[config.mk]
export PLATFORM = sky130hd
export DESIGN_NAME = riscv16_ctrl_fsm
export DESIGN_NICKNAME = d
export VERILOG_FILES = /design/src/rtl/riscv16_ctrl_fsm.sv
export SDC_FILE = /design/constraint.sdc
export NUM_CORES = 1
export LEC_CHECK = 0
export BUFFER_PORTS_ARGS = -buffer_cell sky130_fd_sc_hd__buf_2
export CAP_MARGIN = 20
export CORE_UTILIZATION = 53
export DETAILED_ROUTE_END_ITERATION = 8
export PLACE_DENSITY = 0.81
export SYNTH_ARGS = -nofsm -noshare
export SYNTH_HDL_FRONTEND = slang
export SYNTH_SLANG_ARGS = --single-unit
[constraint.sdc]
create_clock -name CLK -period 3.5 [get_ports CLK]
set_clock_uncertainty 0.05 [all_clocks]
set_input_delay 0.35 -clock CLK [delete_from_list [all_inputs] [get_ports CLK]]
set_output_delay 0.35 -clock CLK [all_outputs]
set_load 0.01 [all_outputs]
[src/rtl/riscv16_ctrl_fsm.sv]
// Multi-cycle FETCH/DECODE/EXECUTE/MEM/WRITEBACK sequencer that owns PC and IR for the 16-bit core.
// Latency 2-5 cycles per instruction plus memory wait; MEM holds MEM_REQ high until MEM_READY (no timeout).
module riscv16_ctrl_fsm #(
   parameter logic [15:0] RESET_PC = 16'h0000,
   parameter logic [15:0] NOP_WORD = 16'hD000
) (
   input  logic        CLK,
   input  logic        RST,
   input  logic [15:0] INSTR,
   output logic [15:0] PC,
   input  logic        FLAG,
   output logic [2:0]  ALU_CTRL,
   output logic        B_SEL,
   output logic [15:0] IMM,
   output logic [2:0]  RF_RA1,
   output logic [2:0]  RF_RA2,
   output logic [2:0]  RF_WA,
   output logic        RF_WE,
   output logic        WB_SEL,
   output logic        MEM_REQ,
   output logic        MEM_WE,
   input  logic        MEM_READY,
   output logic        HALTED,
   output logic        ILLEGAL
);
   typedef enum logic [2:0] {
      S_FETCH, S_DECODE, S_EXECUTE, S_MEM, S_WRITEBACK, S_HALT
   } state_t;

   localparam logic [3:0] OP_ADDI = 4'd8;
   localparam logic [3:0] OP_LD   = 4'd9;
   localparam logic [3:0] OP_ST   = 4'd10;
   localparam logic [3:0] OP_BEQ  = 4'd11;
   localparam logic [3:0] OP_JMP  = 4'd12;
   localparam logic [3:0] OP_NOP  = 4'd13;
   localparam logic [3:0] OP_ILL  = 4'd14;
   localparam logic [3:0] OP_HALT = 4'd15;

   state_t      r_state, w_state_nxt;
   logic [15:0] r_pc, w_pc_nxt;
   logic [15:0] r_ir, w_ir_nxt;
   logic        r_illegal, w_illegal_nxt;

   logic [3:0]  w_op;
   logic [2:0]  w_rd, w_rs1, w_rs2;

   assign w_op  = r_ir[15:12];
   assign w_rd  = r_ir[11:9];
   assign w_rs1 = r_ir[8:6];
   assign w_rs2 = r_ir[5:3];

   // Decode fields follow IR directly, so they stay stable until the next FETCH reloads it.
   assign IMM      = {{10{r_ir[5]}}, r_ir[5:0]};
   assign RF_RA1   = (w_op == OP_BEQ) ? w_rd : w_rs1;
   assign RF_RA2   = (w_op == OP_ST) ? w_rd : ((w_op == OP_BEQ) ? w_rs1 : w_rs2);
   assign RF_WA    = w_rd;
   assign ALU_CTRL = !w_op[3] ? w_op[2:0] : ((w_op == OP_BEQ) ? 3'd1 : 3'd0);
   assign B_SEL    = (w_op == OP_ADDI) || (w_op == OP_LD) || (w_op == OP_ST);
   assign WB_SEL   = (w_op == OP_LD);
   assign PC       = r_pc;
   assign ILLEGAL  = r_illegal;

   always_ff @(posedge CLK) begin
      if (RST) begin
         r_state   <= S_FETCH;
         r_pc      <= RESET_PC;
         r_ir      <= NOP_WORD;
         r_illegal <= 1'b0;
      end else begin
         r_state   <= w_state_nxt;
         r_pc      <= w_pc_nxt;
         r_ir      <= w_ir_nxt;
         r_illegal <= w_illegal_nxt;
      end
   end

   always_comb begin
      w_state_nxt   = r_state;
      w_pc_nxt      = r_pc;
      w_ir_nxt      = r_ir;
      w_illegal_nxt = r_illegal;
      RF_WE         = 1'b0;
      MEM_REQ       = 1'b0;
      MEM_WE        = 1'b0;
      HALTED        = 1'b0;
      case (r_state)
         S_FETCH: begin
            w_ir_nxt    = INSTR;
            w_pc_nxt    = r_pc + 16'd1;
            w_state_nxt = S_DECODE;
         end
         S_DECODE: begin
            case (w_op)
               OP_JMP: begin
                  w_pc_nxt    = {4'h0, r_ir[11:0]};
                  w_state_nxt = S_FETCH;
               end
               OP_NOP:  w_state_nxt = S_FETCH;
               OP_ILL: begin
                  w_illegal_nxt = 1'b1;
                  w_state_nxt   = S_FETCH;
               end
               OP_HALT: w_state_nxt = S_HALT;
               default: w_state_nxt = S_EXECUTE;
            endcase
         end
         S_EXECUTE: begin
            if ((w_op == OP_LD) || (w_op == OP_ST)) begin
               w_state_nxt = S_MEM;
            end else if (w_op == OP_BEQ) begin
               // PC already points past the branch, so the offset is relative to PC+1.
               if (FLAG) w_pc_nxt = r_pc + IMM;
               w_state_nxt = S_FETCH;
            end else begin
               w_state_nxt = S_WRITEBACK;
            end
         end
         S_MEM: begin
            MEM_REQ = 1'b1;
            MEM_WE  = (w_op == OP_ST);
            if (MEM_READY) w_state_nxt = (w_op == OP_LD) ? S_WRITEBACK : S_FETCH;
         end
         S_WRITEBACK: begin
            RF_WE       = 1'b1;
            w_state_nxt = S_FETCH;
         end
         S_HALT:  HALTED = 1'b1;
         default: w_state_nxt = S_FETCH;
      endcase
   end
endmodule

==> flow_summary.toml, run 1 <==
[sta]
layout_min_cycle_time_ns = 3.23
hold-worst-slack_ns = 0.210
layout_worst_path_cycle_share_pct = 92.3
worst_pin_slew_ns = 0.609
setup_total_negative_slack_ns = 0
slew_headroom_pct = 59.0
unrepaired_setup_endpoints_after_global_routing = "false"
setup_ws_ns = 0.270
setup_violations = 0
timing.final.hold_violations = 0
achievable-frequency_mhz = 310
final_max_slew_viol_count = 0

[finish]
fin_nets = 422
footprint_of_the_multi_input_gates_um2 = 1600
fraction_of_layout_cells_with_a_size_suffix_above_1_pct = 22.8
diodes = 0
fillers = 429
final_cells = 449
synthToLayoutAreaGrowth_pct = 12.4
seq_area_um2 = 721

[clock_tree]
clock_sink_count = 36
post_cts_buffers = 0
number_of_clock_buffers_inserted_by_tritoncts = 5
cts.hold.buffers_added = 0
h-tree-depth = 2
cts_tree = "done"
max-clock-path-buffers = 2
cts.clk_slew.worst_paths_ns = 0.08
clock_latency_at_the_later_pin_of_the_worst_skew_pair_ns = 0.30
root_buffer = "sky130_fd_sc_hd__clkbuf_8"
cts-resized-gates = 0

[global_route]
number_of_antenna_violations_at_the_first_check_in_global_routing = 0
grt_first_pass_wirelength_mm = 11.1
grt.total_usage_pct = 26.9
grt_start_max_net_pins = 32
via_count_of_the_first_global_routing_pass = 2359
grt-ovfl-total = 0

[synth]
ys_async_sr_fraction_pct = 0
synth_cell_types = 55
postSynthAreaPerCell_um2 = 7.25
synth_adder_area_share_pct = 4.17
main_combinational_cell_family_by_area_after_synthesis = "simple AND/OR/NAND/NOR gates"
post_synth_mux_area_share_pct = 3.25
post_synth_main_area_contributors = "sky130_fd_sc_hd__dfxtp_1, sky130_fd_sc_hd__nand2_1, sky130_fd_sc_hd__a21oi_1, sky130_fd_sc_hd__buf_4, sky130_fd_sc_hd__o21ai_0"
ys_ff_latch = 36
synth_sequential_area_ratio_pct = 27.9
postSynthCellCount = 356
synth-edff-count = 0
most_common_cell_in_the_synthesized_netlist = "sky130_fd_sc_hd__nand2_1"
yosys_warnings = 0
synth_flop_cell = "sky130_fd_sc_hd__dfxtp_1"
post_synthesis_share_of_cell_area_spent_on_xor_and_xnor_gates_pct = 2.38
post_synth_and_or_nand_nor_area_fraction_pct = 28.7
synthTopCellsByCount = "sky130_fd_sc_hd__nand2_1, sky130_fd_sc_hd__dfxtp_1, sky130_fd_sc_hd__a21oi_1"
synth.net_count = 384
complex_gate_fraction_of_the_synthesized_area_pct = 23.5
synth_area_leader_cell = "sky130_fd_sc_hd__dfxtp_1"
synth.top_cell.area_share_pct = 27.9
synth_area_um2 = 2580

[die]
floorplan.core_area_um2 = 4690
floorplan.initialDensity_pct = 55.0
row_cnt = 25
design.portCount = 71
height_of_the_die_um = 71.8
chipWidth_um = 71.8
die-area_um2 = 5150

[worst_setup_path]
critical_path_arrival_ns = 3.36
regToRegEndpoint = "PC[14]"
critPathCaptureType = "register"
worst-endpoint-required_ns = 3.63
ff2ff_path_depth = 10
crit-reg2reg-launch = "r_state[2]"
rrSetupSlack_ns = 0.27
crit_fanout = 13
worstSetupPathType = "register to register"
critical_path.startpoint_type = "register"

[drt]
dr_iter_0_viols = 240
vias = 2690
route.detailed.vias_per_inst = 5.99
drtPass1Iterations = 4
routed_wire_length_per_instance_um = 14.9
antenna_violating_nets_post_route = 0
detail_route.wirelength_mm = 6.70
drc_errors = 0

[place]
place_hpwl_mm = 4.70
pre_cts_ws_ns = 0.347
portBuffers = 70
placedCellCount = 440
global_placement_routability_congestion = 0.888

[power_and_ir_drop]
ir_worst_vdd_v = 0.000414
power-per-cell-area_nw_per_um2 = 662
static-leakage-power_nw = 1.33
totalPowerFinal_w = 0.00192

[min_path]
hold_path_end = "r_ir[15]"
timing.hold.worst_path_depth = 3
hold_path.startpoint = "INSTR[15]"
worst_hold_path_type = "input port to register"

[flow_run]
drv_cap = 0

[outcome]
run_status = "complete, no violations"
-- stage by stage --
step | utilization (%) | instance area (µm²)
detailed placement | 59.6 | 2800
global route | 61.8 | 2900
floorplan | - | 2580
finish | 61.8 | 2900
global placement | 59.6 | 2800
CTS | 61.6 | 2890
-- worst max path at each step --
stage,from,slack [ns],to,depth (start not counted)
3_5_place_dp,r_state[2],0.35,PC[14],10
2_1_floorplan,r_state[2],0.53,PC[9],9
3_3_place_gp,r_state[2],0.54,PC[14],10
4_1_cts,r_state[2],0.31,PC[14],10
5_1_grt,r_state[2],0.02,PC[14],10
6_report,r_state[2],0.27,PC[14],10
-- registers in the layout, indices dropped and copies added (netlist names) --
name     cells
r_state      3
ILLEGAL      1
PC          16
r_ir        16
-- where the power goes --
part	switching, W	internal (W)
Clock	0.000159	0.000160
Combinational	0.000561	0.000367
Sequential	0.000165	0.000507
Total	0.000885	0.00103
-- worst max-delay path, stage by stage, from the launching register on --
cell and delay, ns:
sky130_fd_sc_hd__dfxtp_1 0.43, sky130_fd_sc_hd__nor2_1 0.42, sky130_fd_sc_hd__nand3b_1 0.14, sky130_fd_sc_hd__ha_1 0.23, sky130_fd_sc_hd__fa_1 0.45, sky130_fd_sc_hd__a211o_1 0.38
sky130_fd_sc_hd__a211oi_1 0.32, sky130_fd_sc_hd__o2bb2ai_1 0.12, sky130_fd_sc_hd__a221oi_1 0.31, sky130_fd_sc_hd__xor2_1 0.17, sky130_fd_sc_hd__o21ai_0 0.08
-- layout by cell type, fill, tap and decap left out, drive strengths merged, types with 2 or more instances in the layout --
cell type	instances
o21ai	23
a31oi	4
nand4	6
nor3	5
mux2	3
and2	3
or3	3
nand2b	2
a22oi	3
nand3	9
o22ai	2
xor2	4
nor4b	2
nor4	4
dfxtp	36
a211oi	2
nor3b	4
a311oi	3
mux2i	5
buf	75
o21bai	2
nor2b	5
inv	5
a21o	3
o211ai	5
xnor2	3
ha	7
a2111o	3
a21oi	32
a22o	4
and3	6
nor2	26
nand2	68
o2111ai	2
and4	2
clkbuf	7
-- final cells by class --
cell class | instances | share of cell area, %
Sequential cell | 36 | 24.8
Clock buffer | 7 | 2.98
Clock inverter | 1 | 0.259
Multi-Input combinational cell | 270 | 55.3
Timing Repair Buffer | 75 | 13.5
Tap cell | 54 | 2.33
Inverter | 6 | 0.777
-- metal layers --
metal	wire, µm	part of all wire [%]	vias to the layer above	GRT usage (%)
li1	-	-	1325	-
met1	3040	45	1239	36.9
met2	3060	46	110	43.8
met3	478	7.1	16	3.52
met4	116	1.7	0	8.71
met5	0	0	-	0
-- cell families after synthesis --
family	after synthesis
AO/OA/AOI/OAI	96
XOR/XNOR	7
adder cells (fa/ha/maj)	8
buffers and inverters	50
flip-flops	36
multiplexers	8
AND/OR/NAND/NOR	151
Power figures use the tool's default switching activity.
==> inputs of run 2 (changes only) <==
==> constraint.sdc (replaced) <==
create_clock -name CLK -period 3.7 [get_ports CLK]
set_clock_uncertainty 0.05 [all_clocks]
set_input_delay 0.37 -clock CLK [delete_from_list [all_inputs] [get_ports CLK]]
set_output_delay 0.37 -clock CLK [all_outputs]
set_load 0.1 [all_outputs]
==> run 2 against run 1 <==
Sequential cell count stayed put. Critical endpoint unchanged. Power grew 39%. Final area increased by 0.22%. Sequential share of layout area down 0.054 points. Global-route usage is 0.39 points lower. Fmax increased by 1.9%. Clock-buffer cell count fell by 1. Combinational power up 80%. Hold slack gained 0.028 ns. Highest routed layer unchanged. Clock power rose by 10%. Critical path depth unchanged. Utilization is 0.13 points higher.
==> flow_summary.toml, run 2 (synthesized netlist as in run 1, its figures left out) <==
[outcome]
run_status = "complete, no violations"

[place]
place_hpwl_mm = 4.72
pre_cts_ws_ns = 0.589
postPlaceCellArea_um2 = 2790
portBuffers = 70
global_placement_routability_congestion = 0.882

[power_and_ir_drop]
totalPowerFinal_w = 0.00267
power-per-cell-area_nw_per_um2 = 919
ir_worst_vdd_v = 0.000568
static-leakage-power_nw = 1.33

[sta]
final_max_slew_viol_count = 0
setup_total_negative_slack_ns = 0
slew_headroom_pct = 49.7
timing.final.hold_violations = 0
worst_pin_slew_ns = 0.752
layout_worst_path_cycle_share_pct = 85.7
achievable-frequency_mhz = 316
setup_violations = 0
setup_ws_ns = 0.531
unrepaired_setup_endpoints_after_global_routing = "false"
layout_min_cycle_time_ns = 3.17

[drt]
drtPass1Iterations = 5
drc_errors = 0
antenna_violating_nets_post_route = 0
routed_wire_length_per_instance_um = 15.0
dr_iter_0_viols = 220
route.detailed.vias_per_inst = 5.96
vias = 2662
detail_route.wirelength_mm = 6.71

[worst_setup_path]
crit_slowest_cell = "sky130_fd_sc_hd__dfxtp_1"
critical_path_arrival_ns = 3.30
worst-endpoint-required_ns = 3.83
worst_path_largest_cell_delay_ns = 0.43
worstSetupPathType = "register to register"
worstPathBufferInverterCount = 0
critical_path.startpoint_type = "register"
critical_path_cell_by_cell = "nor2_1, nand3b_1, ha_1, fa_1, a211o_1, a211oi_1, o2bb2ai_1, a221oi_1, xor2_1, o21ai_0"
critPathCaptureType = "register"
cell_class_contributing_the_biggest_share_of_worst_path_delay = "compound AO/OA/AOI/OAI gates"
crit_fanout = 13

[global_route]
grt.total_usage_pct = 26.5
grt_start_max_net_pins = 32
via_count_of_the_first_global_routing_pass = 2341
number_of_antenna_violations_at_the_first_check_in_global_routing = 0
grt-ovfl-total = 0
grt_first_pass_wirelength_mm = 11.0

[finish]
final_common_cell = "sky130_fd_sc_hd__buf_2"
footprint_of_the_multi_input_gates_um2 = 1610
synthToLayoutAreaGrowth_pct = 12.7
final_cell_mix = "sky130_fd_sc_hd__buf_2, sky130_fd_sc_hd__nand2_1, sky130_fd_sc_hd__dfxtp_1"
diodes = 0
fillers = 429
seq_area_um2 = 721
fin_area_um2 = 2910
fraction_of_layout_cells_with_a_size_suffix_above_1_pct = 22.9
fin_nets = 420

[clock_tree]
root_buffer = "sky130_fd_sc_hd__clkbuf_8"
max-clock-path-buffers = 2
cts.clk_slew.worst_paths_ns = 0.08
cts_tree = "done"
h-tree-depth = 2
clock_sink_count = 36
number_of_clock_buffers_inserted_by_tritoncts = 5
cts-resized-gates = 0
clock_latency_at_the_later_pin_of_the_worst_skew_pair_ns = 0.29
post_cts_buffers = 0
cts.hold.buffers_added = 0

[die]
height_of_the_die_um = 71.8
chipWidth_um = 71.8
floorplan.initialDensity_pct = 55.0
die-area_um2 = 5150
floorplan.core_area_um2 = 4690
design.portCount = 71
row_cnt = 25

[min_path]
worst_hold_path_type = "input port to register"

[flow_run]
drv_cap = 0
[run 2: final cells by class]
| cell class | count | area share, % |
|---|---|---|
| clock inverter | 2 | 1.21 |
| clock buffer | 6 | 2.50 |
| sequential | 36 | 24.8 |
| tap | 54 | 2.32 |
| timing repair buffer | 73 | 13.0 |
| multi-input combinational | 270 | 55.4 |
| inverter | 6 | 0.775 |
[run 2: power by group]
group | switching, W | total, W | internal, W
logic | 0.00133 | 0.00167 | 0.000337
registers | 0.000167 | 0.000647 | 0.000480
clock network | 0.000152 | 0.000352 | 0.000200
[run 2: path summary, 6_finish.rpt]
kind,start,end,slack [ns],cells past startpoint
hold reg to reg,PC[13],PC[13],0.44,2
setup / recovery,r_state[2],PC[14],0.53,10
setup reg to reg,r_state[2],PC[14],0.53,10
hold / removal,INSTR[15],r_ir[15],0.24,3
[run 2: worst reg2reg max path, cell delays in order (launching register included)]
cell and delay (ns):
sky130_fd_sc_hd__dfxtp_1 0.43, sky130_fd_sc_hd__nor2_1 0.43, sky130_fd_sc_hd__nand3b_1 0.13, sky130_fd_sc_hd__ha_1 0.23, sky130_fd_sc_hd__fa_1 0.42, sky130_fd_sc_hd__a211o_1 0.36, sky130_fd_sc_hd__a211oi_1 0.34, sky130_fd_sc_hd__o2bb2ai_1 0.10
sky130_fd_sc_hd__a221oi_1 0.32, sky130_fd_sc_hd__xor2_1 0.17, sky130_fd_sc_hd__o21ai_0 0.08
[run 2: per-stage QoR]
stage	hold slack (ns)	std cells	util, %
2_1_floorplan	0.408	356	-
3_3_place_gp	0.398	438	59.4
3_5_place_dp	0.428	438	59.4
4_1_cts	0.234	446	61.7
5_1_grt	0.246	447	61.9
6_report	0.237	447	61.9
[run 2: metal layers]
layer | vias up | routed length (µm) | GRT usage, %
li1 | 1326 | - | -
met1 | 1205 | 3050 | 35.2
met2 | 119 | 3090 | 43.1
met3 | 12 | 447 | 4.92
met4 | 0 | 133 | 9.59
met5 | - | 0 | 0
